`config.mk`:
```
export PLATFORM = sky130hd
export DESIGN_NAME = updown_counter
export DESIGN_NICKNAME = d
export VERILOG_FILES = /design/src/rtl/counter_pkg.sv /design/src/rtl/updown_counter.sv
export SDC_FILE = /design/constraint.sdc
export NUM_CORES = 1
export LEC_CHECK = 0
export BUFFER_PORTS_ARGS = -buffer_cell sky130_fd_sc_hd__buf_2
export CORE_ASPECT_RATIO = 0.6
export CORE_MARGIN = 2
export CORE_UTILIZATION = 46
export DETAILED_ROUTE_END_ITERATION = 6
export PLACE_DENSITY = 0.75
export SLEW_MARGIN = 20
export SYNTH_ARGS = -nofsm -noshare
export SYNTH_HDL_FRONTEND = slang
export SYNTH_SLANG_ARGS = --single-unit
```
`constraint.sdc`:
```
create_clock -name clk -period 2.86 [get_ports clk]
set_clock_uncertainty 0.2 [all_clocks]
set_input_delay 0.143 -clock clk [delete_from_list [all_inputs] [get_ports clk]]
set_output_delay 0.143 -clock clk [all_outputs]
set_load 0.01 [all_outputs]
```
`src/rtl/counter_pkg.sv`:
```
// Shared encodings for the up/down counting primitive.
package counter_pkg;

    // Overflow behaviour selected by the mode input; 2'd3 behaves as wrap.
    localparam logic [1:0] MODE_WRAP    = 2'd0;
    localparam logic [1:0] MODE_SAT     = 2'd1;
    localparam logic [1:0] MODE_ONESHOT = 2'd2;

    // RUN counts normally; DONE is the parked state after a one-shot finishes.
    typedef enum logic [0:0] {
        ST_RUN  = 1'b0,
        ST_DONE = 1'b1
    } state_t;

endpackage

```
`src/rtl/updown_counter.sv`:
```
// Parametrised up/down counter with programmable terminal value, wrap /
// saturate / one-shot overflow handling, carry/borrow pulses and a
// combinational terminal-count output for cascading stages.
module updown_counter
    import counter_pkg::*;
#(
    parameter int               WIDTH     = 8,
    parameter logic [WIDTH-1:0] RESET_VAL = '0
) (
    input  logic             clk,
    input  logic             rst_n,
    input  logic             clr,
    input  logic             load,
    input  logic [WIDTH-1:0] data_in,
    input  logic             en,
    input  logic             dir,
    input  logic [1:0]       mode,
    input  logic [WIDTH-1:0] max_val,
    output logic [WIDTH-1:0] count,
    output logic             carry_out,
    output logic             borrow_out,
    output logic             done,
    output logic             tc
);

    logic [WIDTH-1:0] count_q, count_d;
    logic             carry_q, carry_d;
    logic             borrow_q, borrow_d;
    state_t           state_q, state_d;
    logic             at_term;

    // Terminal detection: up uses >= so a max_val lowered below the count
    // still triggers terminal handling on the next step.
    always_comb begin
        at_term = dir ? (count_q >= max_val) : (count_q == '0);
    end

    // Next-state selection: clr > load > enabled step > hold.
    always_comb begin
        count_d  = count_q;
        state_d  = state_q;
        carry_d  = 1'b0;
        borrow_d = 1'b0;
        if (clr) begin
            count_d = RESET_VAL;
            state_d = ST_RUN;
        end else if (load) begin
            count_d = (data_in > max_val) ? max_val : data_in;
            state_d = ST_RUN;
        end else if (en && state_q == ST_RUN) begin
            if (!at_term) begin
                count_d = dir ? count_q + WIDTH'(1) : count_q - WIDTH'(1);
            end else begin
                case (mode)
                    MODE_SAT: begin
                        if (dir) count_d = max_val;
                    end
                    MODE_ONESHOT: begin
                        if (dir) count_d = max_val;
                        state_d = ST_DONE;
                    end
                    default: begin
                        if (dir) begin
                            count_d = '0;
                            carry_d = 1'b1;
                        end else begin
                            count_d  = max_val;
                            borrow_d = 1'b1;
                        end
                    end
                endcase
            end
        end
    end

    // State, count and pulse registers; reset is asynchronous.
    always_ff @(posedge clk or negedge rst_n) begin
        if (!rst_n) begin
            count_q  <= RESET_VAL;
            carry_q  <= 1'b0;
            borrow_q <= 1'b0;
            state_q  <= ST_RUN;
        end else begin
            count_q  <= count_d;
            carry_q  <= carry_d;
            borrow_q <= borrow_d;
            state_q  <= state_d;
        end
    end

    // Outputs; tc is zero-latency so a following stage can use it as en.
    always_comb begin
        count      = count_q;
        carry_out  = carry_q;
        borrow_out = borrow_q;
        done       = (state_q == ST_DONE);
        tc         = en & ~done & at_term;
    end

endmodule

```
==> flow_summary_export.csv, run 1 <==
group,metric,value,unit
power_and_ir_drop,peakVddDrop,0.1984,mV
drt,drtPass1Iterations,4,
logic_synthesis,synth_fp_nets,212,
drt,drc,0,
setup_path,reg2reg_depth,7,
logic_synthesis,syn_area_per_cell,8.774,sq um
logic_synthesis,syn_area,1439,sq um
placed_design,portBuffers,35,
setup_path,start_kind,"register",
drt,finalWirelength,3983,um
placed_design,gp_congestion,0.8684,
placed_design,dpl.hpwl,3268,um
drt,final_antenna_net_count,0,
sta,slew_headroom,0.5671,
cells_and_area,layout_commonest_cell,"buf_2",
job,maxCapViolations,0,
cells_and_area,instances_no_fill,246,
hold_path,holdCritPathClass,"primary input to register",
cts,clockRootBuffer,"clkbuf_8",
hold_path,min_to,"borrow_out",
drt,via_count,1457,
power_and_ir_drop,power.leakage,0.8804,nW
cells_and_area,antenna_cells,0,
cells_and_area,final_layout_size_suffix_gt1_frac,0.2500,
sta,fin_setup_tns,0,ns
die,initial_utilization,0.4915,
global_route,grt_pass1_wl,6672,um
logic_synthesis,ys_ff_latch,11,
cts,cts_max_path_buffers,2,
cells_and_area,syn_to_final_growth,20.52,%
setup_path,rrSetupSlack,0.15,ns
sta,hold_violations,0,
setup_path,cp.required,2.78,ns
sta,fin_crit_sh,0.9485,
die,io_pins,36,
drt,first_iter_violations,66,
logic_synthesis,synth_warnings,0,
sta,fmax,368.6,MHz
power_and_ir_drop,power,0.0007508,W
setup_path,r2r-end,"count[5]",
logic_synthesis,syn_inst,164,
hold_path,min-delay-start,"dir",
placed_design,post_dp_cell_area,1668,sq um
global_route,grt.total_usage,0.2384,
setup_path,crit_arrival,2.64,ns
logic_synthesis,synth.distinct_cells,42,
setup_path,end_kind,"register",
power_and_ir_drop,p_per_area,432.9,nW/um^2
sta,rsz0062_at_grt,"false",
drt,wl_per_cell,16.19,um
cells_and_area,fin_nets,253,
cts,cts_inserted_buffers,3,
global_route,grt_pass1_vias,1403,
sta,setup_violations,0,
global_route,gr-total-overflow,0,
outcome,outcome,"complete, no violations",
cts,cts_tree,"yes",
cells_and_area,final_area,1734,sq um
die,fp.dieArea,3606,sq um
drt,vias_per_cell,5.923,
sta,fin_crit,2.713,ns
die,coreArea,2928,sq um
global_route,grt_max_degree,16,
logic_synthesis,synth_ff_type,"dfrtp_1",
setup_path,timing.rr.start,"count[3]",
sta,whs,0.01211,ns
logic_synthesis,synth-edff-count,0,
die,rows,15,
cts,htree_levels,1,
die,fp.dieW,76.21,um
cts,cts.sinks,11,
logic_synthesis,ys_seq_area_frac,0.1913,
cells_and_area,final_cell_mix,"buf_2, ha_1, inv_1, nand2_1, dfrtp_1",
cts,clk_latency,0.24,ns
die,fp.dieH,47.32,um
logic_synthesis,synth-async-reset-ratio,1.000,
sta,maxSlewViolCount,0,
placed_design,dp_cells,240,
hold_path,hold_path_depth,2,
sta,tightest_slew,0.6473,ns
setup_path,worst-path-max-fanout,15,
cts,clk_pin_slew,0.06,ns
global_route,grt_antenna_before_repair,0,
cts,cts_resized,0,
setup_path,critical_path_class,"register to register",
[state kept, by name, indices dropped and copies added (netlist names)]
register and flops:
count 8, borrow_out 1, carry_out 1, done 1
[area by class of cell]
| class | count | area (sq um) |
|---|---|---|
| clock buffer | 3 | 41.29 |
| fill | 270 | 1194 |
| multi-input combinational | 137 | 1101 |
| timing repair buffer | 39 | 210.2 |
| tap | 42 | 52.55 |
| clock inverter | 1 | 5.005 |
| sequential | 11 | 275.3 |
| inverter | 13 | 48.80 |
[synthesized netlist by cell type (2+ instances only)]
cell type  count  share of area
nand3_1        3          0.010
buf_2          2         0.0070
xnor2_1        3          0.018
inv_1         13          0.034
dfrtp_1       11           0.19
a32o_1         3          0.021
o31a_1         2          0.012
o21ai_0        5          0.017
o21a_1         3          0.016
o211ai_1       2          0.010
nand2_1       13          0.034
nand2b_1       5          0.022
a211oi_1       5          0.026
nor3b_1        2          0.010
and4b_1        2          0.014
nand4_1        3          0.013
ha_1          23           0.20
mux2_2         3          0.023
a21oi_1        6          0.021
nor3_1         3          0.010
mux2i_1        8          0.056
o22ai_1        4          0.017
nor2_1         9          0.023
o21bai_1       3          0.016
a21o_1         5          0.026
a31oi_1        6          0.026
nor2b_1        2         0.0087
[power breakdown]
group | total (W) | internal (W) | switching, W
Sequential | 0.000200 | 0.000172 | 0.0000282
Combinational | 0.000389 | 0.000178 | 0.000210
Clock | 0.000162 | 0.0000960 | 0.0000663
Total | 0.000751 | 0.000446 | 0.000305
[metal layers]
metal | share of wire | global-route usage | vias to the layer above | wire [um]
met5 | 0 | 0 | - | 0
met4 | 0 | 0.04364 | 0 | 0
met3 | 0.062 | 0.05962 | 0 | 248
met2 | 0.47 | 0.4319 | 41 | 1858
met1 | 0.47 | 0.3033 | 710 | 1876
li1 | - | - | 706 | -
[kinds of logic after synthesis]
kind of cell	share of synthesized area
fa+ha+maj	0.2139
xor+xnor	0.02435
flops	0.1913
buf+inv	0.04348
compound gates	0.2626
simple gates	0.1852
mux	0.07913
[critical path: stages (launching register included)]
cell	delay [ns]
dfrtp_1	0.45
ha_1	0.33
o211ai_1	0.10
o21a_1	0.22
a211oi_4	0.59
nor2_1	0.11
a311o_1	0.34
a32o_1	0.25
[stage by stage]
step,worst slack (ns),utilization
CTS,0.1232,0.5923
detailed placement,0.1501,0.5697
finish,0.1473,0.5923
global route,0.01962,0.5923
global placement,0.2541,0.5697
floorplan,0.4464,-
[how the worst max path moves through the flow]
stage | startpoint | to | slack, ns | cells after the start
after global placement | count[1] | count[5] | 0.25 | 7
after CTS | count[3] | count[5] | 0.12 | 7
after global routing | count[3] | count[5] | 0.02 | 7
after detailed placement | count[3] | count[5] | 0.15 | 7
after floorplan | count[4] | count[6] | 0.45 | 8
final | count[3] | count[5] | 0.15 | 7
[timing repair]
action	4_1_cts	5_1_grt
hold buffers	2	0
setup endpoints to repair	0	1
endpoints found under the hold margin	12	0
buffers inserted	0	0
(Power assumes the default switching activity.)
==> run 2: changes to the inputs <==
Settings changed: ABC_AREA set to 1, PLACE_DENSITY 0.75 to 0.74.
==> run 2 against run 1 <==
Net effect: combinational power rose by 5.7%; non-clock buffer count fell by 2; first-iteration DRC count rose by 42%; design area rose by 7.1%; cell count rose by 35%; global-route usage fell by 1.6 points; sequential share of layout area fell by 1.1 points; die area rose by 9.1%; largest cell class unchanged; highest routed layer is now met4.
==> flow_summary_export.csv, run 2 <==
group,metric,value,unit
die,fp.dieArea,3932,sq um
drt,finalWirelength,4051,um
setup_path,cp.required,2.52,ns
setup_path,end_kind,"primary output",
drt,wl_per_cell,12.20,um
logic_synthesis,synth_area_leaders,"nand2_1, ha_1, dfrtp_1",
logic_synthesis,syn_area,1579,sq um
sta,fin_setup_tns,0,ns
logic_synthesis,synth.distinct_cells,28,
drt,first_iter_violations,94,
placed_design,dp_cells,327,
power_and_ir_drop,internal-power,0.0004333,W
cells_and_area,final_layout_size_suffix_gt1_frac,0.1882,
sta,fin_crit_sh,0.7882,
logic_synthesis,ys_ff_latch,11,
drt,final_antenna_net_count,0,
cts,postCtsSetupRepairBufs,0,
cells_and_area,antenna_cells,0,
setup_path,path_cells,"inv_2 -> ha_1 -> inv_1 -> nand2_1 -> nand2_1 -> nand2_1 -> nand2_1 -> nand2_1 -> nand2_1 -> a21boi_0 -> nand2_1 -> inv_2 -> buf_2",
cells_and_area,final_area,1858,sq um
cells_and_area,instances_no_fill,332,
setup_path,path_buf_inv,4,
power_and_ir_drop,netSwitchingPower,0.0003503,W
placed_design,dpl.hpwl,3354,um
drt,via_count,1703,
drt,drc,0,
logic_synthesis,synth_fp_nets,296,
sta,hold_violations,0,
placed_design,gp_congestion,0.8731,
setup_path,cpMostUsedCell,"nand2_1",
cells_and_area,largest_register_ffs,8,
logic_synthesis,synth_warnings,0,
setup_path,critical_path_class,"register to primary output",
power_and_ir_drop,peakVddDrop,0.1949,mV
global_route,grt_pass1_vias,1427,
logic_synthesis,syn_area_per_cell,6.367,sq um
die,coreArea,3263,sq um
logic_synthesis,synth-edff-count,0,
cells_and_area,syn_to_final_growth,17.67,%
power_and_ir_drop,power.leakage,1.107,nW
sta,rsz0062_at_grt,"false",
cts,cts_max_path_buffers,2,
global_route,grt_max_degree,12,
cts,htree_levels,1,
logic_synthesis,syn_inst,248,
outcome,outcome,"complete, no violations",
placed_design,post_dp_cell_area,1802,sq um
die,fp.dieH,49.38,um
die,fp.dieW,79.64,um
die,io_pins,36,
sta,setup_violations,0,
setup_path,crit_slowest_cell,"dfrtp_1",
power_and_ir_drop,seq_power_share,0.254,
sta,slew_headroom,0.7213,
cts,clk_latency,0.26,ns
global_route,gr-total-overflow,0,
power_and_ir_drop,swShare,0.4470,
cells_and_area,final_cell_mix,"nand2_1, nand3_1, buf_2",
setup_path,critPathMaxStageDelay,0.40,ns
sta,fin_crit,2.254,ns
logic_synthesis,synth_top_area_share,0.1902,
cts,clk_pin_slew,0.06,ns
placed_design,portBuffers,35,
cells_and_area,layout_commonest_cell,"nand2_1",
logic_synthesis,synthMostInstantiatedCell,"nand2_1",
cells_and_area,fill_cells,330,
setup_path,crit_family,"simple AND/OR/NAND/NOR gates",
logic_synthesis,ys_seq_area_frac,0.1743,
power_and_ir_drop,power_frac_comb,0.525,
logic_synthesis,synth_ff_type,"dfrtp_1",
die,initial_utilization,0.4839,
setup_path,start_kind,"register",
logic_synthesis,netlist_top_cells_count,"nand2_1, nand3_1, inv_1, ha_1, nor2_1",
drt,drtPass1Iterations,4,
setup_path,worst-path-max-fanout,4,
cts,cts.sinks,11,
global_route,grt_antenna_before_repair,0,
global_route,grt.total_usage,0.2226,
job,maxCapViolations,0,
drt,vias_per_cell,5.130,
logic_synthesis,synth-async-reset-ratio,1.000,
die,rows,16,
hold_path,holdCritPathClass,"primary input to register",
cts,clockRootBuffer,"clkbuf_8",
power_and_ir_drop,clkPwrFrac,0.221,
sta,whs,0.04263,ns
sta,tightest_slew,0.4136,ns
logic_synthesis,yosysTopAreaCell,"nand2_1",
power_and_ir_drop,p_per_area,421.7,nW/um^2
sta,maxSlewViolCount,0,
setup_path,crit_arrival,1.91,ns
sta,fmax,443.6,MHz
cells_and_area,fin_nets,336,
global_route,grt_pass1_wl,6831,um
cts,cts_inserted_buffers,3,
cts,cts_tree,"yes",
==> run 2: cells by family (layout without fill, tap and decap cells) <==
logic type | after synthesis | count (layout) | share of synthesized area
xor+xnor | 5 | 5 | 0.02773
fa+ha+maj | 24 | 24 | 0.1949
compound gates | 17 | 17 | 0.06657
simple gates | 155 | 155 | 0.4453
buf+inv | 36 | 75 | 0.09112
flops | 11 | 11 | 0.1743
==> run 2: path summary, 6_finish.rpt <==
kind | start | to | slack, ns | cells after the start
worst min register to register | count[0] | count[0] | 0.36 | 2
worst min-delay path | data_in[5] | count[5] | 0.04 | 5
min in group asynchronous | rst_n | count[7] | 0.10 | 2
worst max-delay path | count[0] | tc | 0.61 | 13
worst max register to register | count[0] | count[1] | 0.70 | 15
max in group asynchronous | rst_n | count[1] | 2.13 | 2
==> run 2: worst min-delay path, stage by stage <==
cell and delay (ns):
buf_2 0.09, nand2_1 0.05, nand3_1 0.06, nand3_1 0.07, nand2_1 0.05
==> run 2: cell type report <==
class                      instances  area (sq um)  share of cell area
multi-input combinational        201          1160              0.6242
timing repair buffer              37         192.7              0.1037
inverter                          34         127.6             0.06869
tap                               45         56.30             0.03030
clock buffer                       3         41.29             0.02222
clock inverter                     1         5.005            0.002694
sequential                        11         275.3              0.1481
==> run 2: repair_timing <==
item	in CTS	in global routing
hold endpoints to repair	11	0
endpoints found under the setup margin	0	0
hold buffers	1	0
resized for setup	0	0
==> run 2: per-layer routing <==
metal	wire, um	GRT usage
met1	2036	0.3405
met2	1620	0.3235
met3	366	0.04630
met4	27	0.03448
met5	0	0
==> run 2: stage by stage <==
step / util / power [W] / worst slack, ns
after CTS: 0.5694 / 0.0007849 / 0.6001
after detailed placement: 0.5521 / 0.0006095 / 0.7263
after global routing: 0.5694 / 0.0008567 / 0.4272
after global placement: 0.5521 / 0.0006055 / 0.7115
final: 0.5694 / 0.0007835 / 0.6057
after floorplan: - / 0.0004944 / 0.9755
==> run 2: power by group through the flow <==
stage / registers (W) / clock network, W / logic, W
3_3_place_gp: 0.000202 / 0 / 0.000404
6_report: 0.000199 / 0.000174 / 0.000411
3_5_place_dp: 0.000202 / 0 / 0.000407
4_1_cts: 0.000199 / 0.000174 / 0.000411
5_1_grt: 0.000203 / 0.000183 / 0.000471
2_1_floorplan: 0.000204 / 0 / 0.000290
==> run 3: changes to the inputs <==
Clock period 2.86 ns to 2.1 ns, I/O delays scaled along.
==> run 3 against run 2 <==
Net effect: utilization up 5.0 points; design area rose by 8.8%; critical endpoint is now count[0]; worst hold slack worse by 0.021 ns; critical path type is now register to register; flip-flop and latch count did not move; largest cell class unchanged; wire length rose by 11%; sequential share of layout area decreased by 0.95 points.
==> flow_summary_export.csv, run 3 (synthesis gave the netlist of run 2 again) <==
group,metric,value,unit
outcome,outcome,"complete, no violations",
power_and_ir_drop,power_frac_comb,0.569,
cells_and_area,fin_nets,345,
cts,htree_levels,1,
drt,first_iter_violations,125,
global_route,grt_pass1_wl,7251,um
setup_path,cp.depth,10,
cells_and_area,largest_register_ffs,8,
setup_path,crit_slowest_cell,"dfrtp_2",
power_and_ir_drop,seq_power_share,0.234,
drt,route.top_layer_used,"met4",
cts,cts_tree,"yes",
die,fp.dieArea,3932,sq um
sta,maxSlewViolCount,0,
cells_and_area,syn_to_final_growth,28.05,%
setup_path,cp.required,2.08,ns
sta,setup_violations,0,
power_and_ir_drop,power.leakage,1.161,nW
global_route,gr-total-overflow,0,
cells_and_area,final_area,2022,sq um
setup_path,cpMostUsedCell,"nand2_4",
setup_path,critical_path_class,"register to register",
cells_and_area,utilization,0.6196,
placed_design,dp_cells,332,
global_route,grt.total_usage,0.2345,
sta,fmax,485.8,MHz
drt,finalWirelength,4482,um
power_and_ir_drop,peakVddDrop,0.2883,mV
cts,cts_inserted_buffers,3,
drt,final_antenna_net_count,0,
sta,fin_crit_sh,0.9803,
drt,via_count,1770,
setup_path,path_buf_inv,0,
cells_and_area,antenna_cells,0,
setup_path,setup.worst_path.end,"count[0]",
power_and_ir_drop,internal-power,0.0006412,W
setup_path,crit_start,"count[3]",
power_and_ir_drop,p_per_area,567.6,nW/um^2
setup_path,crit_arrival,2.04,ns
drt,met3_length,324,um
global_route,grt_pass1_vias,1592,
setup_path,start_kind,"register",
cells_and_area,final_layout_size_suffix_gt1_frac,0.2703,
placed_design,gp_congestion,0.8989,
setup_path,timing.rr.start,"count[3]",
setup_path,reg2reg_depth,10,
drt,vias_per_cell,5.191,
cells_and_area,layout_commonest_cell,"nand2_1",
global_route,grt_antenna_before_repair,0,
sta,slew_headroom,0.7235,
drt,drc,0,
placed_design,post_dp_cell_area,1839,sq um
setup_path,rrSetupSlack,0.04,ns
setup_path,end_kind,"register",
die,fp.dieH,49.38,um
drt,route.met2.wl,2002,um
power_and_ir_drop,netSwitchingPower,0.0005065,W
sta,fin_crit,2.059,ns
power_and_ir_drop,clkPwrFrac,0.197,
cells_and_area,instances_no_fill,341,
sta,fin_setup_tns,0,ns
hold_path,holdCritPathClass,"primary input to register",
cts,cts_max_path_buffers,2,
job,maxCapViolations,0,
global_route,grt_max_degree,12,
cells_and_area,final_cell_mix,"nand2_1, nand3_1, buf_2",
setup_path,critPathMaxStageDelay,0.44,ns
die,initial_utilization,0.4839,
die,coreArea,3263,sq um
cells_and_area,fill_cells,314,
drt,met1_length,2139,um
drt,wl_per_cell,13.14,um
setup_path,worst-path-max-fanout,10,
cts,clk_latency,0.24,ns
setup_path,crit_family,"simple AND/OR/NAND/NOR gates",
cts,cts.sinks,11,
placed_design,portBuffers,35,
setup_path,r2r-end,"count[0]",
sta,hold_violations,0,
cts,clockRootBuffer,"clkbuf_8",
sta,tightest_slew,0.4105,ns
die,rows,16,
die,io_pins,36,
die,fp.dieW,79.64,um
placed_design,dpl.hpwl,3528,um
power_and_ir_drop,swShare,0.4413,
cts,clk_pin_slew,0.06,ns
drt,drtPass1Iterations,4,
setup_path,path_cells,"ha_1 -> a21oi_1 -> nand2_2 -> nand2_4 -> nand2_4 -> nand3_4 -> nand2_4 -> nor2_8 -> nand3_1 -> nand2_1",
==> run 3: changes by cell type in the layout (fill, tap and decap cells not counted), sizes merged <==
cell	delta
clkbuf	+1
buf	+9
clkinv	-1
==> run 3: repair_timing <==
item,CTS,global route
resized for setup,2,21
endpoints found under the setup margin,1,9
setup buffers,1,3
hold buffers,1,0
pin swaps,0,3
hold endpoints to repair,11,0
==> run 3: final cells by class <==
class	count	area, sq um	area share
Clock buffer	4	45.04	0.02228
Inverter	34	127.6	0.06312
Timing Repair Buffer	46	279.0	0.1380
Tap cell	45	56.30	0.02785
Sequential cell	11	280.3	0.1386
Multi-Input combinational cell	201	1234	0.6101
==> run 3: worst min-delay path by stage <==
stage | startpoint | end | slack, ns | cells past startpoint
detailed placement | rst_n | count[1] | -0.20 | 1
floorplan | rst_n | borrow_out | -0.39 | 0
global route | en | borrow_out | 0.05 | 5
finish | data_in[5] | count[5] | 0.02 | 5
CTS | data_in[5] | count[5] | 0.03 | 5
global placement | rst_n | count[1] | -0.20 | 1
==> run 3: tightest hold or removal path, delay by kind of cell <==
| family | cells | cell delay (ns) |
|---|---|---|
| buffers and inverters | 1 | 0.09 |
| and+or+nand+nor | 4 | 0.25 |
==> run 3: power groups by stage <==
stage                     Clock (W)  Sequential (W)  Combinational (W)
after CTS                  0.000231        0.000265           0.000591
after detailed placement          0        0.000270           0.000578
after floorplan                   0        0.000278           0.000396
after global placement            0        0.000268           0.000569
after global routing       0.000240        0.000272           0.000741
final                      0.000226        0.000268           0.000653
==> run 3: per-stage QoR <==
step | setup slack, ns | power, W | hold WS [ns]
after global routing | -0.03624 | 0.001253 | 0.04682
final | 0.04133 | 0.001148 | 0.02199
after detailed placement | 0.03331 | 0.0008477 | -0.1958
after floorplan | 0.2155 | 0.0006734 | -0.3906
after global placement | 0.07765 | 0.0008366 | -0.2050
after CTS | 0.01608 | 0.001087 | 0.02570
==> run 3: metal layers <==
| metal | global-route usage | vias up |
|---|---|---|
| li1 | - | 900 |
| met1 | 0.3490 | 810 |
| met2 | 0.3627 | 58 |
| met3 | 0.05000 | 2 |
| met4 | 0.01149 | 0 |
| met5 | 0 | - |
